$ cat src/rtl/hazard_ctrl.sv
// Hazard control for a five-stage pipeline: operand forwarding selects, load-use
// and multi-cycle-op stalls, branch flushes, and a single-entry scoreboard that
// tracks one fixed-latency multiply/divide op in flight.
// Optional feature: define HAZARD_PERF_EN to add saturating 32-bit stall/flush
// counters (StallCnt, FlushCnt).
module hazard_ctrl #(
  parameter int unsigned MDU_LAT = 4,
  parameter int unsigned REG_AW  = 5
) (
  input  logic              clk,
  input  logic              rst,
  input  logic [REG_AW-1:0] Rs1_D,
  input  logic [REG_AW-1:0] Rs2_D,
  input  logic [REG_AW-1:0] Rs1_E,
  input  logic [REG_AW-1:0] Rs2_E,
  input  logic [REG_AW-1:0] RD_E,
  input  logic [REG_AW-1:0] RD_M,
  input  logic [REG_AW-1:0] RD_W,
  input  logic              RegWriteM,
  input  logic              RegWriteW,
  input  logic              ResultSrcE,
  input  logic              PCSrcE,
  input  logic              MulReqD,
  input  logic              MulStartE,
  input  logic [REG_AW-1:0] MulRdE,
  output logic [1:0]        ForwardAE,
  output logic [1:0]        ForwardBE,
  output logic              StallF,
  output logic              StallD,
  output logic              FlushD,
  output logic              FlushE,
  output logic              MulBusy,
  output logic              MulDoneW
`ifdef HAZARD_PERF_EN
  ,
  output logic [31:0]       StallCnt,
  output logic [31:0]       FlushCnt
`endif
);

  // Counter loads MDU_LAT-1 so the done cycle lands exactly MDU_LAT cycles after issue.
  localparam int unsigned    CntW    = (MDU_LAT > 1) ? $clog2(MDU_LAT) : 1;
  localparam logic [CntW-1:0] CntLoad = CntW'(MDU_LAT - 1);

  typedef enum logic [0:0] {StIdle, StBusy} state_e;

  state_e            state_q, state_d;
  logic [CntW-1:0]   cnt_q, cnt_d;
  logic [REG_AW-1:0] pend_rd_q, pend_rd_d;

  logic busy;
  logic done;
  logic lw_stall;
  logic mul_stall;
  logic struct_stall;
  logic stall;
  logic [1:0] fwd_a;
  logic [1:0] fwd_b;

  assign busy = (state_q == StBusy);
  assign done = busy && (cnt_q == '0);

  // Scoreboard register: state, remaining-latency counter, pending destination.
  always_ff @(posedge clk or negedge rst) begin
    if (!rst) begin
      state_q   <= StIdle;
      cnt_q     <= '0;
      pend_rd_q <= '0;
    end else begin
      state_q   <= state_d;
      cnt_q     <= cnt_d;
      pend_rd_q <= pend_rd_d;
    end
  end

  // Scoreboard next state; a start while busy is only honoured on the done cycle.
  always_comb begin
    state_d   = state_q;
    cnt_d     = cnt_q;
    pend_rd_d = pend_rd_q;
    unique case (state_q)
      StIdle: begin
        if (MulStartE) begin
          state_d   = StBusy;
          cnt_d     = CntLoad;
          pend_rd_d = MulRdE;
        end
      end
      StBusy: begin
        if (cnt_q != '0) begin
          cnt_d = cnt_q - 1'b1;
        end else if (MulStartE) begin
          state_d   = StBusy;
          cnt_d     = CntLoad;
          pend_rd_d = MulRdE;
        end else begin
          state_d = StIdle;
        end
      end
      default: begin
        state_d = StIdle;
        cnt_d   = '0;
      end
    endcase
  end

  // Forwarding selects: Memory stage wins over Writeback; x0 never forwards.
  always_comb begin
    fwd_a = 2'b00;
    fwd_b = 2'b00;
    if (RegWriteM && (RD_M != '0) && (RD_M == Rs1_E)) begin
      fwd_a = 2'b10;
    end else if (RegWriteW && (RD_W != '0) && (RD_W == Rs1_E)) begin
      fwd_a = 2'b01;
    end
    if (RegWriteM && (RD_M != '0) && (RD_M == Rs2_E)) begin
      fwd_b = 2'b10;
    end else if (RegWriteW && (RD_W != '0) && (RD_W == Rs2_E)) begin
      fwd_b = 2'b01;
    end
  end

  // Stall sources; the multi-cycle result is forwardable on its done cycle.
  always_comb begin
    lw_stall     = ResultSrcE && (RD_E != '0) && ((RD_E == Rs1_D) || (RD_E == Rs2_D));
    mul_stall    = busy && !done && (pend_rd_q != '0) &&
                   ((pend_rd_q == Rs1_D) || (pend_rd_q == Rs2_D));
    struct_stall = MulReqD && busy && !done;
    stall        = lw_stall || mul_stall || struct_stall;
  end

  // Pipeline controls, forced quiet while reset is held; a taken branch beats any stall.
  always_comb begin
    ForwardAE = 2'b00;
    ForwardBE = 2'b00;
    StallF    = 1'b0;
    StallD    = 1'b0;
    FlushD    = 1'b0;
    FlushE    = 1'b0;
    if (rst) begin
      ForwardAE = fwd_a;
      ForwardBE = fwd_b;
      StallF    = stall && !PCSrcE;
      StallD    = stall && !PCSrcE;
      FlushD    = PCSrcE;
      FlushE    = stall || PCSrcE;
    end
  end

  assign MulBusy  = busy;
  assign MulDoneW = done;

`ifdef HAZARD_PERF_EN
  logic [31:0] stall_cnt_q, stall_cnt_d;
  logic [31:0] flush_cnt_q, flush_cnt_d;

  // Saturating event counters.
  always_comb begin
    stall_cnt_d = stall_cnt_q;
    flush_cnt_d = flush_cnt_q;
    if (StallF && (stall_cnt_q != 32'hFFFF_FFFF)) begin
      stall_cnt_d = stall_cnt_q + 32'd1;
    end
    if (FlushD && (flush_cnt_q != 32'hFFFF_FFFF)) begin
      flush_cnt_d = flush_cnt_q + 32'd1;
    end
  end

  // Counter registers.
  always_ff @(posedge clk or negedge rst) begin
    if (!rst) begin
      stall_cnt_q <= '0;
      flush_cnt_q <= '0;
    end else begin
      stall_cnt_q <= stall_cnt_d;
      flush_cnt_q <= flush_cnt_d;
    end
  end

  assign StallCnt = stall_cnt_q;
  assign FlushCnt = flush_cnt_q;
`endif

endmodule

$ cat config.mk
export PLATFORM = sky130hd
export DESIGN_NAME = hazard_ctrl
export DESIGN_NICKNAME = d
export VERILOG_FILES = /design/src/rtl/hazard_ctrl.sv
export SDC_FILE = /design/constraint.sdc
export NUM_CORES = 1
export LEC_CHECK = 0
export ABC_CLOCK_PERIOD_IN_PS = 2870
export BUFFER_PORTS_ARGS = -buffer_cell sky130_fd_sc_hd__buf_4
export CORE_ASPECT_RATIO = 1.5
export CORE_MARGIN = 5
export CORE_UTILIZATION = 41
export CTS_CLUSTER_DIAMETER = 200
export DETAILED_ROUTE_END_ITERATION = 16
export PLACE_DENSITY = 0.79
export SLEW_MARGIN = 10
export SYNTH_ARGS = -nofsm -noshare
export SYNTH_HDL_FRONTEND = slang
export SYNTH_SLANG_ARGS = --single-unit
$ cat constraint.sdc
create_clock -name clk -period 2.87 [get_ports clk]
set_clock_uncertainty 0.2 [all_clocks]
set_input_delay 0.574 -clock clk [delete_from_list [all_inputs] [get_ports clk]]
set_output_delay 0.574 -clock clk [all_outputs]
set_load 0.01 [all_outputs]
==> impl_summary.txt <==
----------------------------------------------------
[Power and ir drop]
  Max IR drop VDD ... 0.3073 mV
  Reported leakage power ... 0.6039 nW
  Power per Cell Area ... about 530 nW/µm²

[Synthesis]
  Yosys warnings ... 0
  Most frequent cells after synthesis ... sky130_fd_sc_hd__xnor2_1, sky130_fd_sc_hd__xor2_1, sky130_fd_sc_hd__dfrtp_1
  Cell type with the largest total area after synthesis ... sky130_fd_sc_hd__xnor2_1
  Sequential element share of the synthesized area ... 0.2289
  Number of cells produced by synthesis ... 99
  Area fraction of the dominant cell type after synthesis ... 0.2604
  Number of synthesized flops with an enable pin ... 0
  Most instantiated library cell after synthesis ... sky130_fd_sc_hd__xnor2_1
  Number of synthesized register bits ... 8
  Number of library cell types mapped by synthesis ... 24
  Synth area leaders ... sky130_fd_sc_hd__xnor2_1, sky130_fd_sc_hd__dfrtp_1, sky130_fd_sc_hd__xor2_1
  Post-synthesis async set-or-reset flop share ... 1.000
  Post-Synthesis Mean Instance Area ... 8.834 µm²
  Synth Flop Type ... sky130_fd_sc_hd__dfrtp_1
  Post-synthesis instance area ... 874.6 µm²
  Number of nets in the synthesized netlist ... roughly 150

[Floorplanning]
  Overall die area ... 3176 µm²
  Top-level I/O count ... 58
  Initial Util ... 0.4315
  Horizontal die dimension ... roughly 48 µm
  Placeable Area ... 2027 µm²
  Die Ht ... 66.57 µm
  Number of rows in the core area ... 20

[Critical path]
  Kind of critical path ... primary input to primary output
  Peak fanout along the critical path ... 3
  Worst-path cell with the longest stage delay ... sky130_fd_sc_hd__or4_1
  Kind of end point of the critical path ... primary output
  Required time of the critical path ... 2.10 ns
  Most numerous cell on the critical path ... sky130_fd_sc_hd__buf_4
  CP startpoint kind ... primary input
  Critical path's top delay family ... simple AND/OR/NAND/NOR gates
  Delay of the slowest cell on the worst path ... about 0.5 ns
  Arrival time at the worst endpoint ... ~2 ns
  Worst Path Buf+Inv ... 2
  Series of cell instances along the critical path ... buf_4 > or4_1 > o21a_1 > a221o_1 > and3b_1 > buf_4
  Flop-to-flop setup slack ... 1.20 ns

[Routing]
  Number of remaining DRC errors ... 0
  Final wirelength ... around 2700 µm
  Violation count after the first detailed-route iteration ... 22
  Total via count in the routed design ... 965
  Detailed-route wire length per cell ... 15.16 µm
  DRT antenna net count ... 0
  Via density per instance ... 5.331
  DR pass1 iterations ... 4

[Global route]
  Vias in the first global route ... about 1100
  GRT Overall Usage ... 0.1868
  Residual overflow from global routing ... 0
  Maximum number of pins on one net before global-route repair ... 9
  Global-route wire length before repair ... 4284 µm
  Initial antenna violation count ... 0

[Cells and area]
  Post-route non-filler standard cell count ... 181
  Fraction of layout cells with a size suffix above 1 ... 0.4088
  Growth of design area from synthesis to finish ... 54.94%
  Post-layout net count ... roughly 210
  Multi-input combinational cell area ... 659.4 µm²
  Layout fillers ... approximately 170
  Reg area ... roughly 200 µm²
  Antenna diode count ... 0

[Clock tree]
  TritonCTS Sinks ... 8
  Post-CTS Setup Bufs ... 0
  Clock tree from TritonCTS ... done
  Root buf cell ... sky130_fd_sc_hd__clkbuf_4
  CTS clock-pin slew for the worst setup and hold paths ... 0.05 ns
  Worst-Skew Late Latency ... between 0.2 and 0.3 ns
  Bufs on Longest Clock Path ... 2
  CTS Buf Count ... 3
  H-tree levels ... 1

[Timing]
  Hold Vio Cnt, Final ... 0
  Sum of negative setup slack ... 0 ns
  Setup-failing EPs final ... 0
  Final cycle utilization of the critical path ... 0.9792
  Tightest slew margin relative to the limit ... 0.7269
  Worst slew pin tran ... 0.4058 ns
  Shortest clock period the worst path allows after layout ... 2.810 ns
  Unrepaired setup endpoints after global routing ... false
  Fmax ... 355.8 MHz
  Max-slew violation total from the final report ... 0

[Placed design]
  Dpl cells ... between 150 and 200
  IO buf count ... 57
  GPL Wtd Cong ... ~0.85
  DP Wirelength ... 2456 µm

[Outcome]
  Outcome ... completed

[Hold path]
  Hold Path Class ... primary input to register

[Flow run]
  Reported max-cap violation count ... 0

----------------------------------------------------
-- stage by stage --
stage                     cell area [µm²]  hold WS [ns]    util  power [mW]  setup slack, ns
after floorplan                     874.6       0.07841       -      0.4767           0.1777
after global placement               1323        0.2169  0.6525      0.6162          0.03452
after detailed placement             1323        0.2174  0.6525      0.6342         -0.05943
after CTS                            1355        0.3492  0.6685      0.7209         0.002818
after global routing                 1355        0.3625  0.6685      0.7726          0.02304
final                                1355        0.3530  0.6685      0.7141          0.05960
-- layout make-up --
cell class,count,share of cell area
Multi-Input combinational cell,88,0.4866
Timing Repair Buffer,58,0.3232
Sequential cell,8,0.1477
Tap cell,22,0.02031
Clock buffer,3,0.01662
Inverter,2,0.005540
-- flip-flops by register name, summed over array words and instances (netlist names) --
name,cells
pend_rd_q,5
MulBusy,1
cnt_q,2
-- path summary, 6_finish.rpt --
path                           start            to  cells past startpoint
setup / recovery             RD_E[1]        StallF                      6
hold / removal             MulStartE       MulBusy                      2
setup reg to reg            cnt_q[1]  pend_rd_q[2]                      3
hold reg to reg              MulBusy      cnt_q[1]                      1
max in group asynchronous        rst       MulBusy                      2
min in group asynchronous        rst  pend_rd_q[0]                      2
-- cells by family after synthesis --
| group | synth area share |
|---|---|
| multiplexers | 0.06437 |
| flip-flops | 0.2289 |
| AO/OA/AOI/OAI | 0.09585 |
| AND/OR/NAND/NOR | 0.1931 |
| XOR/XNOR | 0.4006 |
| buffers and inverters | 0.01717 |
-- layout by cell type (no fill, tap or decap), drive strengths merged --
cell and instances:
buf 57, xnor2 26, xor2 14, dfrtp 8, nand3 6, nand2 6
or4 5, mux2 5, nor4 4, a21oi 3, and2 3, clkbuf 3
inv 2, o22ai 2, nor2 2, o21a 2, o21ai 2, o211ai 1
a21boi 1, nor3b 1, a31oi 1, nand2b 1, nor3 1, a221o 1
and3b 1, dlygate4sd3 1
-- routing by layer --
layer,routed length (µm),track usage,vias to the layer above,part of all wire
met5,0,0,-,0
met4,52,0.06734,0,0.019
met3,313,0.04054,6,0.11
met2,1513,0.3659,58,0.55
met1,864,0.1702,432,0.31
li1,-,-,469,-
-- worst reg2reg max path, delay by kind of cell, from the launching register on --
family	cells	cell delay, ns
flip-flops	1	0.42
AO/OA/AOI/OAI	1	0.36
multiplexers	1	0.32
AND/OR/NAND/NOR	1	0.24
-- power by group --
part,switching [mW],internal (mW),leakage (nW)
Combinational,0.164,0.225,0.498
Clock,0.0368,0.0478,0.0138
Sequential,0.0699,0.170,0.0919
Total,0.271,0.443,0.604
-- what timing repair did --
action	in CTS	in global routing
hold buffers	1	0
setup endpoints to repair	1	4
hold endpoints to repair	8	0
gates resized for setup	0	1
gates cloned	0	0
pin swaps	1	2
No activity file was read; power rests on OpenSTA's default activity.
